==> src/rtl/mems_scan_pkg.sv <==
// mems_scan_pkg: shared state encoding, default geometry and init addresses.
// Latency: n/a (types and constants only).
// Backpressure: n/a.
package mems_scan_pkg;

  typedef enum logic [1:0] {
    ST_IDLE      = 2'd0,
    ST_INIT_RST  = 2'd1,
    ST_INIT_VREF = 2'd2,
    ST_SCAN      = 2'd3
  } state_t;

  localparam int DEF_ADDR_W          = 16;
  localparam int DEF_INIT_RST_ADDR   = 0;
  localparam int DEF_INIT_VREF_ADDR  = 1;
  localparam int DEF_SCAN_BASE       = 8;
  localparam int DEF_PTS_PER_LINE    = 480;
  localparam int DEF_LINES_PER_FRAME = 18;

  // Index width that stays at least one bit for degenerate counts of 1.
  function automatic int idx_w(input int n);
    return (n > 1) ? $clog2(n) : 1;
  endfunction

endpackage

==> src/rtl/mems_scan_sequencer_if.sv <==
// mems_scan_sequencer_if: SPI-master handshake plus line/frame marker handshake.
// Latency: n/a (wiring only).
// Backpressure: mems_SPI_busy stalls issue; *_FIFO_done acknowledges the markers.
interface mems_scan_sequencer_if #(
  parameter int ADDR_W = 16
);
  logic              mems_SPI_start;
  logic [ADDR_W-1:0] addr;
  logic              mems_SPI_busy;
  logic              new_line;
  logic              new_frame;
  logic              new_line_FIFO_done;
  logic              new_frame_FIFO_done;

  modport master (
    output mems_SPI_start, addr, new_line, new_frame,
    input  mems_SPI_busy, new_line_FIFO_done, new_frame_FIFO_done
  );

  modport slave (
    input  mems_SPI_start, addr, new_line, new_frame,
    output mems_SPI_busy, new_line_FIFO_done, new_frame_FIFO_done
  );
endinterface

==> src/rtl/mems_scan_cnt.sv <==
// mems_scan_cnt: point-within-line and line-within-frame counter with end flags.
// Latency: counts update one edge after adv/clr; flags are decoded from the current count.
// Backpressure: none; advances only when the sequencer issues a scan point.
module mems_scan_cnt
  import mems_scan_pkg::*;
#(
  parameter int PTS_PER_LINE    = DEF_PTS_PER_LINE,
  parameter int LINES_PER_FRAME = DEF_LINES_PER_FRAME
)(
  input  logic                                 clk,
  input  logic                                 rst_n,
  input  logic                                 clr,
  input  logic                                 adv,
  output logic [idx_w(LINES_PER_FRAME)-1:0]    line,
  output logic                                 last_pt,
  output logic                                 last_line
);
  localparam int PW = idx_w(PTS_PER_LINE);
  localparam int LW = idx_w(LINES_PER_FRAME);

  logic [PW-1:0] point;

  assign last_pt   = (point == PW'(PTS_PER_LINE - 1));
  assign last_line = (line == LW'(LINES_PER_FRAME - 1));

  // Point counter wraps per line; line counter wraps per frame.
  always_ff @(posedge clk or negedge rst_n) begin
    if (!rst_n) begin
      point <= '0;
      line  <= '0;
    end else if (clr) begin
      point <= '0;
      line  <= '0;
    end else if (adv) begin
      if (last_pt) begin
        point <= '0;
        line  <= last_line ? '0 : line + 1'b1;
      end else begin
        point <= point + 1'b1;
      end
    end
  end

endmodule

==> src/rtl/mems_scan_sequencer.sv <==
// mems_scan_sequencer: DAC init (soft reset, Vref) then raster of scan-ROM addresses with line/frame markers.
// Latency: all outputs registered; start and addr change on the same edge; at most one start every 2 cycles.
// Backpressure: issue waits on mems_SPI_busy (and pause in SCAN); markers held until FIFO ack. MEMS_SCAN_OVERRUN_EN adds overrun.
module mems_scan_sequencer
  import mems_scan_pkg::*;
#(
  parameter int ADDR_W          = DEF_ADDR_W,
  parameter int INIT_RST_ADDR   = DEF_INIT_RST_ADDR,
  parameter int INIT_VREF_ADDR  = DEF_INIT_VREF_ADDR,
  parameter int SCAN_BASE       = DEF_SCAN_BASE,
  parameter int PTS_PER_LINE    = DEF_PTS_PER_LINE,
  parameter int LINES_PER_FRAME = DEF_LINES_PER_FRAME
)(
  input  logic                              clk,
  input  logic                              rst_n,
  input  logic                              mems_soft_reset,
  input  logic                              single_frame,
  input  logic                              pause,
  mems_scan_sequencer_if.master             bus,
  output logic                              scan_active,
  output logic [idx_w(LINES_PER_FRAME)-1:0] line_idx
`ifdef MEMS_SCAN_OVERRUN_EN
  ,
  output logic                              overrun
`endif
);
  localparam logic [ADDR_W-1:0] RST_A  = ADDR_W'(INIT_RST_ADDR);
  localparam logic [ADDR_W-1:0] VREF_A = ADDR_W'(INIT_VREF_ADDR);
  localparam logic [ADDR_W-1:0] BASE_A = ADDR_W'(SCAN_BASE);
  localparam longint SPAN = longint'(SCAN_BASE) + longint'(PTS_PER_LINE) * longint'(LINES_PER_FRAME);

  // The raster must fit in the address space and the geometry must be usable.
  generate
    if (SPAN > (64'sd1 <<< ADDR_W) || PTS_PER_LINE < 2 || LINES_PER_FRAME < 1) begin : g_bad_geom
      $error("mems_scan_sequencer: illegal scan geometry for ADDR_W");
    end
  endgenerate

  state_t            state_q, state_d;
  logic              abort_q, abort_d;
  logic              start_d;
  logic [ADDR_W-1:0] addr_d;
  logic              cnt_clr, cnt_adv;
  logic              cnt_last_pt, cnt_last_line;
  logic              set_line, set_frame, clr_markers;
  logic              ready;

  // A start is never issued back-to-back: one idle cycle lets busy rise.
  assign ready = !bus.mems_SPI_busy && !bus.mems_SPI_start;

  mems_scan_cnt #(
    .PTS_PER_LINE    (PTS_PER_LINE),
    .LINES_PER_FRAME (LINES_PER_FRAME)
  ) u_cnt (
    .clk       (clk),
    .rst_n     (rst_n),
    .clr       (cnt_clr),
    .adv       (cnt_adv),
    .line      (line_idx),
    .last_pt   (cnt_last_pt),
    .last_line (cnt_last_line)
  );

  // Next-state, next-address and marker-set decisions.
  always_comb begin
    state_d     = state_q;
    abort_d     = abort_q;
    start_d     = 1'b0;
    addr_d      = bus.addr;
    cnt_clr     = 1'b0;
    cnt_adv     = 1'b0;
    set_line    = 1'b0;
    set_frame   = 1'b0;
    clr_markers = 1'b0;
    case (state_q)
      ST_IDLE: begin
        addr_d  = RST_A;
        abort_d = 1'b0;
        if (mems_soft_reset) begin
          start_d = 1'b1;
          state_d = ST_INIT_RST;
        end
      end
      default: begin
        if (mems_soft_reset || abort_q) begin
          // Abort is remembered until the in-flight transaction drains.
          if (ready) begin
            start_d     = 1'b1;
            addr_d      = RST_A;
            state_d     = ST_INIT_RST;
            clr_markers = 1'b1;
            cnt_clr     = 1'b1;
            abort_d     = 1'b0;
          end else begin
            abort_d = 1'b1;
          end
        end else if (ready) begin
          case (state_q)
            ST_INIT_RST: begin
              start_d = 1'b1;
              addr_d  = VREF_A;
              state_d = ST_INIT_VREF;
            end
            ST_INIT_VREF: begin
              start_d = 1'b1;
              addr_d  = BASE_A;
              cnt_clr = 1'b1;
              state_d = ST_SCAN;
            end
            ST_SCAN: begin
              if (!pause) begin
                cnt_adv = 1'b1;
                if (cnt_last_pt && cnt_last_line) begin
                  set_frame = 1'b1;
                  if (single_frame) begin
                    addr_d  = RST_A;
                    state_d = ST_IDLE;
                  end else begin
                    addr_d  = BASE_A;
                    start_d = 1'b1;
                  end
                end else begin
                  set_line = cnt_last_pt;
                  addr_d   = bus.addr + 1'b1;
                  start_d  = 1'b1;
                end
              end
            end
            default: ;
          endcase
        end
      end
    endcase
  end

  // State and registered SPI-side outputs.
  always_ff @(posedge clk or negedge rst_n) begin
    if (!rst_n) begin
      state_q            <= ST_IDLE;
      abort_q            <= 1'b0;
      bus.mems_SPI_start <= 1'b0;
      bus.addr           <= RST_A;
      scan_active        <= 1'b0;
    end else begin
      state_q            <= state_d;
      abort_q            <= abort_d;
      bus.mems_SPI_start <= start_d;
      bus.addr           <= addr_d;
      scan_active        <= (state_d == ST_SCAN);
    end
  end

  // Sticky markers: a new set beats a coincident acknowledge.
  always_ff @(posedge clk or negedge rst_n) begin
    if (!rst_n) begin
      bus.new_line  <= 1'b0;
      bus.new_frame <= 1'b0;
    end else if (clr_markers) begin
      bus.new_line  <= 1'b0;
      bus.new_frame <= 1'b0;
    end else begin
      if (set_line)                     bus.new_line  <= 1'b1;
      else if (bus.new_line_FIFO_done)  bus.new_line  <= 1'b0;
      if (set_frame)                    bus.new_frame <= 1'b1;
      else if (bus.new_frame_FIFO_done) bus.new_frame <= 1'b0;
    end
  end

`ifdef MEMS_SCAN_OVERRUN_EN
  // Flag a marker re-set while the previous one is still unacknowledged.
  always_ff @(posedge clk or negedge rst_n) begin
    if (!rst_n) begin
      overrun <= 1'b0;
    end else if (mems_soft_reset) begin
      overrun <= 1'b0;
    end else if ((set_line && bus.new_line && !bus.new_line_FIFO_done) ||
                 (set_frame && bus.new_frame && !bus.new_frame_FIFO_done)) begin
      overrun <= 1'b1;
    end
  end
`endif

endmodule

==> src/flat_wrapper.sv <==
// flat-port wrapper written by rule: the top's interface ports become plain ports
module mems_scan_sequencer_flat import mems_scan_pkg::*;
#(
  parameter int ADDR_W          = DEF_ADDR_W,
  parameter int INIT_RST_ADDR   = DEF_INIT_RST_ADDR,
  parameter int INIT_VREF_ADDR  = DEF_INIT_VREF_ADDR,
  parameter int SCAN_BASE       = DEF_SCAN_BASE,
  parameter int PTS_PER_LINE    = DEF_PTS_PER_LINE,
  parameter int LINES_PER_FRAME = DEF_LINES_PER_FRAME
)
  (clk, rst_n, mems_soft_reset, single_frame, pause, scan_active, line_idx, bus_mems_SPI_start, bus_addr, bus_new_line, bus_new_frame, bus_mems_SPI_busy, bus_new_line_FIFO_done, bus_new_frame_FIFO_done);
  mems_scan_sequencer_if #(.ADDR_W(ADDR_W)) bus_i ();
  input  logic clk;
  input  logic rst_n;
  input  logic mems_soft_reset;
  input  logic single_frame;
  input  logic pause;
  output logic scan_active;
  output logic [idx_w(LINES_PER_FRAME)-1:0] line_idx;
  output wire logic [$bits(bus_i.mems_SPI_start)-1:0] bus_mems_SPI_start;
  output wire logic [$bits(bus_i.addr)-1:0] bus_addr;
  output wire logic [$bits(bus_i.new_line)-1:0] bus_new_line;
  output wire logic [$bits(bus_i.new_frame)-1:0] bus_new_frame;
  input wire logic [$bits(bus_i.mems_SPI_busy)-1:0] bus_mems_SPI_busy;
  input wire logic [$bits(bus_i.new_line_FIFO_done)-1:0] bus_new_line_FIFO_done;
  input wire logic [$bits(bus_i.new_frame_FIFO_done)-1:0] bus_new_frame_FIFO_done;
  assign bus_mems_SPI_start = bus_i.mems_SPI_start;
  assign bus_addr = bus_i.addr;
  assign bus_new_line = bus_i.new_line;
  assign bus_new_frame = bus_i.new_frame;
  assign bus_i.mems_SPI_busy = bus_mems_SPI_busy;
  assign bus_i.new_line_FIFO_done = bus_new_line_FIFO_done;
  assign bus_i.new_frame_FIFO_done = bus_new_frame_FIFO_done;
  mems_scan_sequencer #(.ADDR_W(ADDR_W), .INIT_RST_ADDR(INIT_RST_ADDR), .INIT_VREF_ADDR(INIT_VREF_ADDR), .SCAN_BASE(SCAN_BASE), .PTS_PER_LINE(PTS_PER_LINE), .LINES_PER_FRAME(LINES_PER_FRAME)) u_core (.clk(clk), .rst_n(rst_n), .mems_soft_reset(mems_soft_reset), .single_frame(single_frame), .pause(pause), .bus(bus_i), .scan_active(scan_active), .line_idx(line_idx));
endmodule
==> config.mk <==
export PLATFORM = sky130hd
export DESIGN_NAME = mems_scan_sequencer_flat
export DESIGN_NICKNAME = d
export VERILOG_FILES = /design/src/rtl/mems_scan_pkg.sv /design/src/rtl/mems_scan_sequencer_if.sv /design/src/rtl/mems_scan_cnt.sv /design/src/rtl/mems_scan_sequencer.sv /design/src/flat_wrapper.sv
export SDC_FILE = /design/constraint.sdc
export NUM_CORES = 1
export LEC_CHECK = 0
export BUFFER_PORTS_ARGS = -buffer_cell sky130_fd_sc_hd__clkbuf_2
export CORE_ASPECT_RATIO = 1.75
export CORE_MARGIN = 2
export CORE_UTILIZATION = 40
export CTS_BUF_LIST = sky130_fd_sc_hd__clkbuf_8
export DETAILED_ROUTE_END_ITERATION = 6
export SKIP_CTS_REPAIR_TIMING = 1
export SLEW_MARGIN = 10
export SYNTH_ARGS = -nofsm -noshare
export SYNTH_HDL_FRONTEND = slang
export SYNTH_SLANG_ARGS = --single-unit
==> constraint.sdc <==
create_clock -name clk -period 2.09 [get_ports clk]
set_clock_uncertainty 0.15 [all_clocks]
set_input_delay 0.209 -clock clk [delete_from_list [all_inputs] [get_ports clk]]
set_output_delay 0.209 -clock clk [all_outputs]
set_load 0.005 [all_outputs]
-- Yosys cells after proc, flatten, opt, wreduce, memory -nomap -nowiden
Cells that the tools add are included.
- output and inout port bits: 25
- flip-flop bits (word level): 37
- input bits: 8
- muxes and demuxes: 65
- add/sub/neg operators: 3
- reductions and logical operators: 16
- eq/ne operators: 7
- operators by type and width (kind ; count):
    16-bit two-way mux ; 6
    16-bit one-hot mux with 3 select lines ; 1
    1-bit two-way mux ; 40
    9-bit two-way mux ; 3
    5-bit two-way mux ; 4
    16-bit by 1-bit adder with 16-bit output, second input constant ; 1
    2-bit two-way mux ; 8
    9-bit by 1-bit adder with 9-bit output, second input constant ; 1
    9-bit == test, second input constant ; 1
    2-bit nonzero test ; 4
    2-bit == test, second input constant ; 3
    2-bit one-hot mux with 3 select lines ; 1
    3-bit nonzero test ; 2
    5-bit by 1-bit adder with 5-bit output, second input constant ; 1
    5-bit == test, second input constant ; 1
    5-bit nonzero test ; 1
    4-bit two-way mux ; 1
    4-bit by 3-bit != test with 1-bit output, second input constant ; 1
    3-bit AND reduction ; 1
    2-bit by 1-bit == test with 1-bit output, second input constant ; 1
    1-bit logical AND ; 2
    1-bit logical NOT ; 2
    2-bit logical NOT ; 1
    1-bit one-hot mux with 2 select lines ; 1
    3 further kinds ; 3

-- Depth between registers and ports, before layout
- depth in word-level cells: 10
- gate-level depth with buffers: 8
- depth with buffers taken out: 7

-- Hierarchy
From an unflattened synthesis, not the netlist that was laid out.
- cells, all modules: 237
- area total of the unflattened synthesis: 2252.2 um2
- by module, submodules not included (module ; cells each ; area each (um2) ; instances):
    mems_scan_sequencer ; 159 ; 1452.6 ; 1
    mems_scan_cnt ; 78 ; 799.5 ; 1

-- Worst setup path before layout
No wires, ideal clock.
- path type: flip-flop to flip-flop
- start point: register u_core.state_q[0]
- end point: register u_core.u_cnt.point[6]
- cell stages (with the launch flop): 9
- slack: -0.109 ns
- library setup time: 0.119 ns
- arrival time: 1.930 ns
- clock period less this slack: 2.199 ns
- cells stage by stage: dfrtp_1 inv_1 ha_1 buf_2 or3_1 a21oi_1 and4_1 xnor2_1 nor2_1
- longest elaborated chain between the ends: 6
- elaborated cells between the ends (all ways): 13
- RTL lines (element ; line ; source):
    start: declaration ; mems_scan_sequencer.sv:39 ; state_t state_q, state_d;
    start signal: assignment ; mems_scan_sequencer.sv:145 ; state_q <= state_d;
    2-bit == test ; mems_scan_sequencer.sv:98 ; case (state_q)
    1-bit two-way mux ; mems_scan_sequencer.sv:98 ;
    1-bit two-way mux ; mems_scan_sequencer.sv:97 ; end else if (ready) begin
    1-bit two-way mux ; mems_scan_sequencer.sv:85 ; if (mems_soft_reset || abort_q) begin
    1-bit two-way mux ; mems_scan_sequencer.sv:75 ; case (state_q)
    9-bit two-way mux or 2-bit nonzero test (tied branches) ; - ;
    end signal: assignment ; mems_scan_cnt.sv:39 ; point <= point + 1'b1;
    end: declaration ; mems_scan_cnt.sv:21 ; logic [PW-1:0] point;
Parallel ways exist; a longest one is shown, timed or not.
A chain may end at the register's enable or synchronous reset.

-- Final worst setup path
- start point: register u_core.state_q[1]
- end point: register u_core.u_cnt.point[6]
Same word-level chain as after synthesis.

==> impl_metrics.tcl <==
set metrics [dict create \
    grt_pass1_wl_um 9570 \
    die_w_um 60.33 \
    cp.required_ns 2.12 \
    synth_edf_count 0 \
    max_slew.worst_pin.slew_ns 0.4887 \
    nFillCells 508 \
    r2r_setup_slack_ns 0.09 \
    rsz0062_at_grt "true" \
    clk_pin_slew_ns 0.07 \
    io_pins 33 \
    start_kind "flop" \
    grt_overflow 0 \
    status "finished clean" \
    cap_violations 0 \
    peakVddDrop_v 0.0006629 \
    ff_latch_area_um2 925.9 \
    synthArstFlopShare 1.000 \
    tns_ns 0 \
    numCtsBuffers 5 \
    insertion_delay_ns 0.29 \
    crit_arrival_ns 2.03 \
    reg2reg_from "u_core.state_q[1]" \
    grt_pass1_vias 2089 \
    antenna_found_initial 0 \
    final_nets 339 \
    drive_gt1_frac 0.3457 \
    initial_core_util 0.4191 \
    synth_area_mm2 0.002221 \
    drt_wl_total_um 5734 \
    cts_tree "done" \
    relSlewSlack 0.6742 \
    diodes 0 \
    powerDensity_mw_per_mm2 760.7 \
    vias 2154 \
    synth.yosys.warnings 0 \
    track_usage 0.2010 \
    yosysSeqAreaShare 0.4169 \
    path_class "reg2reg" \
    place.gp.congestion 0.8449 \
    cts-root-buf "clkbuf_8" \
    drcViolationCount 0 \
    multi_input_area_mm2 0.001314 \
    min_to "u_core.bus.new_frame" \
    syn_to_final_growth_pct 33.30 \
    synth_ff_type "dfrtp_1" \
    synth.net_count 261 \
    synthCells 245 \
    core_area_mm2 0.005299 \
    vias_per_cell 5.412 \
    first_pass_iters 4 \
    min_from "bus_new_frame_FIFO_done" \
    reg2reg_depth 8 \
    rows 35 \
    die_area_mm2 0.006188 \
    hold_path.class "in2reg" \
    dp_hpwl_um 4408 \
    crit_fanout 10 \
    wl_per_cell_um 14.41 \
    worstHoldPathCells 3 \
    finalPower_mw 2.252 \
    die_y_um 102.6 \
    numPortBuffers 32 \
    fin_crit_ns 2.000 \
    final_max_slew_viol_count 0 \
    syn_area_per_cell_um2 9.065 \
    grt_max_degree 38 \
    fmax_mhz 499.9 \
    ys_seq_elements 37 \
    power.leakage_nw 1.362 \
    h-tree-depth 2 \
    whs_ns 0.02730 \
    drt_iter0_drc 56 \
    ys_types 50 \
    setup_viol 0 \
    end_kind "flop" \
    fin_crit_sh 0.9571 \
    cts_max_path_buffers 2 \
    route.antenna.remaining_nets 0 \
    r2r_end "u_core.u_cnt.point[6]" \
    cts.sinks 37 \
    hold_viol 0 \
]
-- layout make-up --
type / instances / area share
Sequential cell: 37 / 0.3128
Inverter: 6 / 0.007608
Clock inverter: 3 / 0.004649
Clock buffer: 5 / 0.02325
Timing Repair Buffer: 80 / 0.1767
Tap cell: 74 / 0.03128
Multi-Input combinational cell: 193 / 0.4438
-- state kept, by name (all words and copies together) (netlist names) --
| signal | count |
|---|---|
| u_core.bus.addr | 16 |
| u_core.u_cnt.point | 9 |
| u_core.u_cnt.line | 5 |
| u_core.state_q | 2 |
| u_core.abort_q | 1 |
| u_core.bus.mems_SPI_start | 1 |
| u_core.bus.new_frame | 1 |
| u_core.bus.new_line | 1 |
| u_core.scan_active | 1 |
-- where the power goes --
part / internal [mW] / switching, mW / total, mW
clock network: 0.226 / 0.260 / 0.486
logic: 0.410 / 0.497 / 0.907
registers: 0.778 / 0.0809 / 0.859
-- cell usage in the layout, fill, tap and decap left out, types with 4 or more instances in the layout --
cell	synthesis	routed
buf_4	1	47
dfrtp_1	37	37
clkbuf_2	0	32
nor2_1	28	27
nand2_1	22	22
a21oi_1	23	21
a31oi_1	14	14
o21ai_0	10	10
nand3_1	9	9
nor3_1	10	8
nand4_1	8	8
inv_1	6	7
ha_1	8	7
clkbuf_8	0	5
o31ai_1	5	4
mux2i_1	4	4
-- stage by stage --
step	cell area, um2	worst slack [ns]	utilization	cells
finish	2960	0.08957	0.5587	398
global route	2960	-0.03929	0.5587	398
CTS	2865	-0.1143	0.5407	396
detailed placement	2783	-0.1121	0.5251	388
global placement	2783	-0.04002	0.5251	388
floorplan	2235	-0.005142	-	245
-- critical path, cell delays in order (launching register included) --
cell,delay (ns)
dfrtp_1,0.35
inv_1,0.07
ha_1,0.20
buf_4,0.18
or3_4,0.36
a21oi_4,0.18
and4_1,0.23
xnor2_1,0.12
nor2_1,0.05
-- metal layers --
layer | share of wire | global-route usage | vias to the layer above
met5 | 0 | 0 | -
li1 | - | - | 1067
met1 | 0.40 | 0.2372 | 1046
met3 | 0.025 | 0.02886 | 7
met4 | 0.017 | 0.07692 | 0
met2 | 0.56 | 0.3570 | 34
-- Yosys cell counts (all sizes together) (2+ instances only) --
cell / count / area [um2]
dfrtp: 37 / 925.9
nor2: 28 / 105.1
a21oi: 23 / 115.1
nand2: 23 / 88.84
a31oi: 14 / 87.58
nand3: 12 / 82.58
nor3: 10 / 50.05
o21ai: 10 / 50.05
ha: 8 / 100.1
nand4: 8 / 50.05
buf: 6 / 38.79
inv: 6 / 22.52
o31ai: 5 / 37.54
or3: 5 / 31.28
mux2i: 4 / 40.04
nand2b: 4 / 32.53
nor4: 4 / 55.05
a21boi: 3 / 22.52
and3: 3 / 20.02
and4: 3 / 26.28
clkbuf: 3 / 11.26
xor2: 3 / 26.28
a21o: 2 / 16.27
a311oi: 2 / 17.52
o22ai: 2 / 12.51
o41a: 2 / 23.77
xnor2: 2 / 17.52
-- worst max path at each step --
stage | start | endpoint | cells past startpoint
2_1_floorplan | u_core.u_cnt.line[1] | u_core.bus.mems_SPI_start | 8
3_3_place_gp | u_core.u_cnt.line[1] | u_core.bus.mems_SPI_start | 7
3_5_place_dp | u_core.u_cnt.line[1] | u_core.bus.mems_SPI_start | 7
4_1_cts | u_core.u_cnt.line[1] | u_core.bus.mems_SPI_start | 7
5_1_grt | u_core.state_q[0] | u_core.bus.addr[12] | 9
6_report | u_core.state_q[1] | u_core.u_cnt.point[6] | 8
-- cells by family (layout without fill, tap and decap cells) --
kind of cell,after synthesis,count (layout),synth area share
multiplexers,4,4,0.01803
AND/OR/NAND/NOR,107,107,0.2693
buffers and inverters,15,94,0.03268
XOR/XNOR,5,5,0.01972
flip-flops,37,37,0.4169
adder cells (fa/ha/maj),8,8,0.04507
AO/OA/AOI/OAI,69,69,0.1983
(Power assumes the default switching activity.)
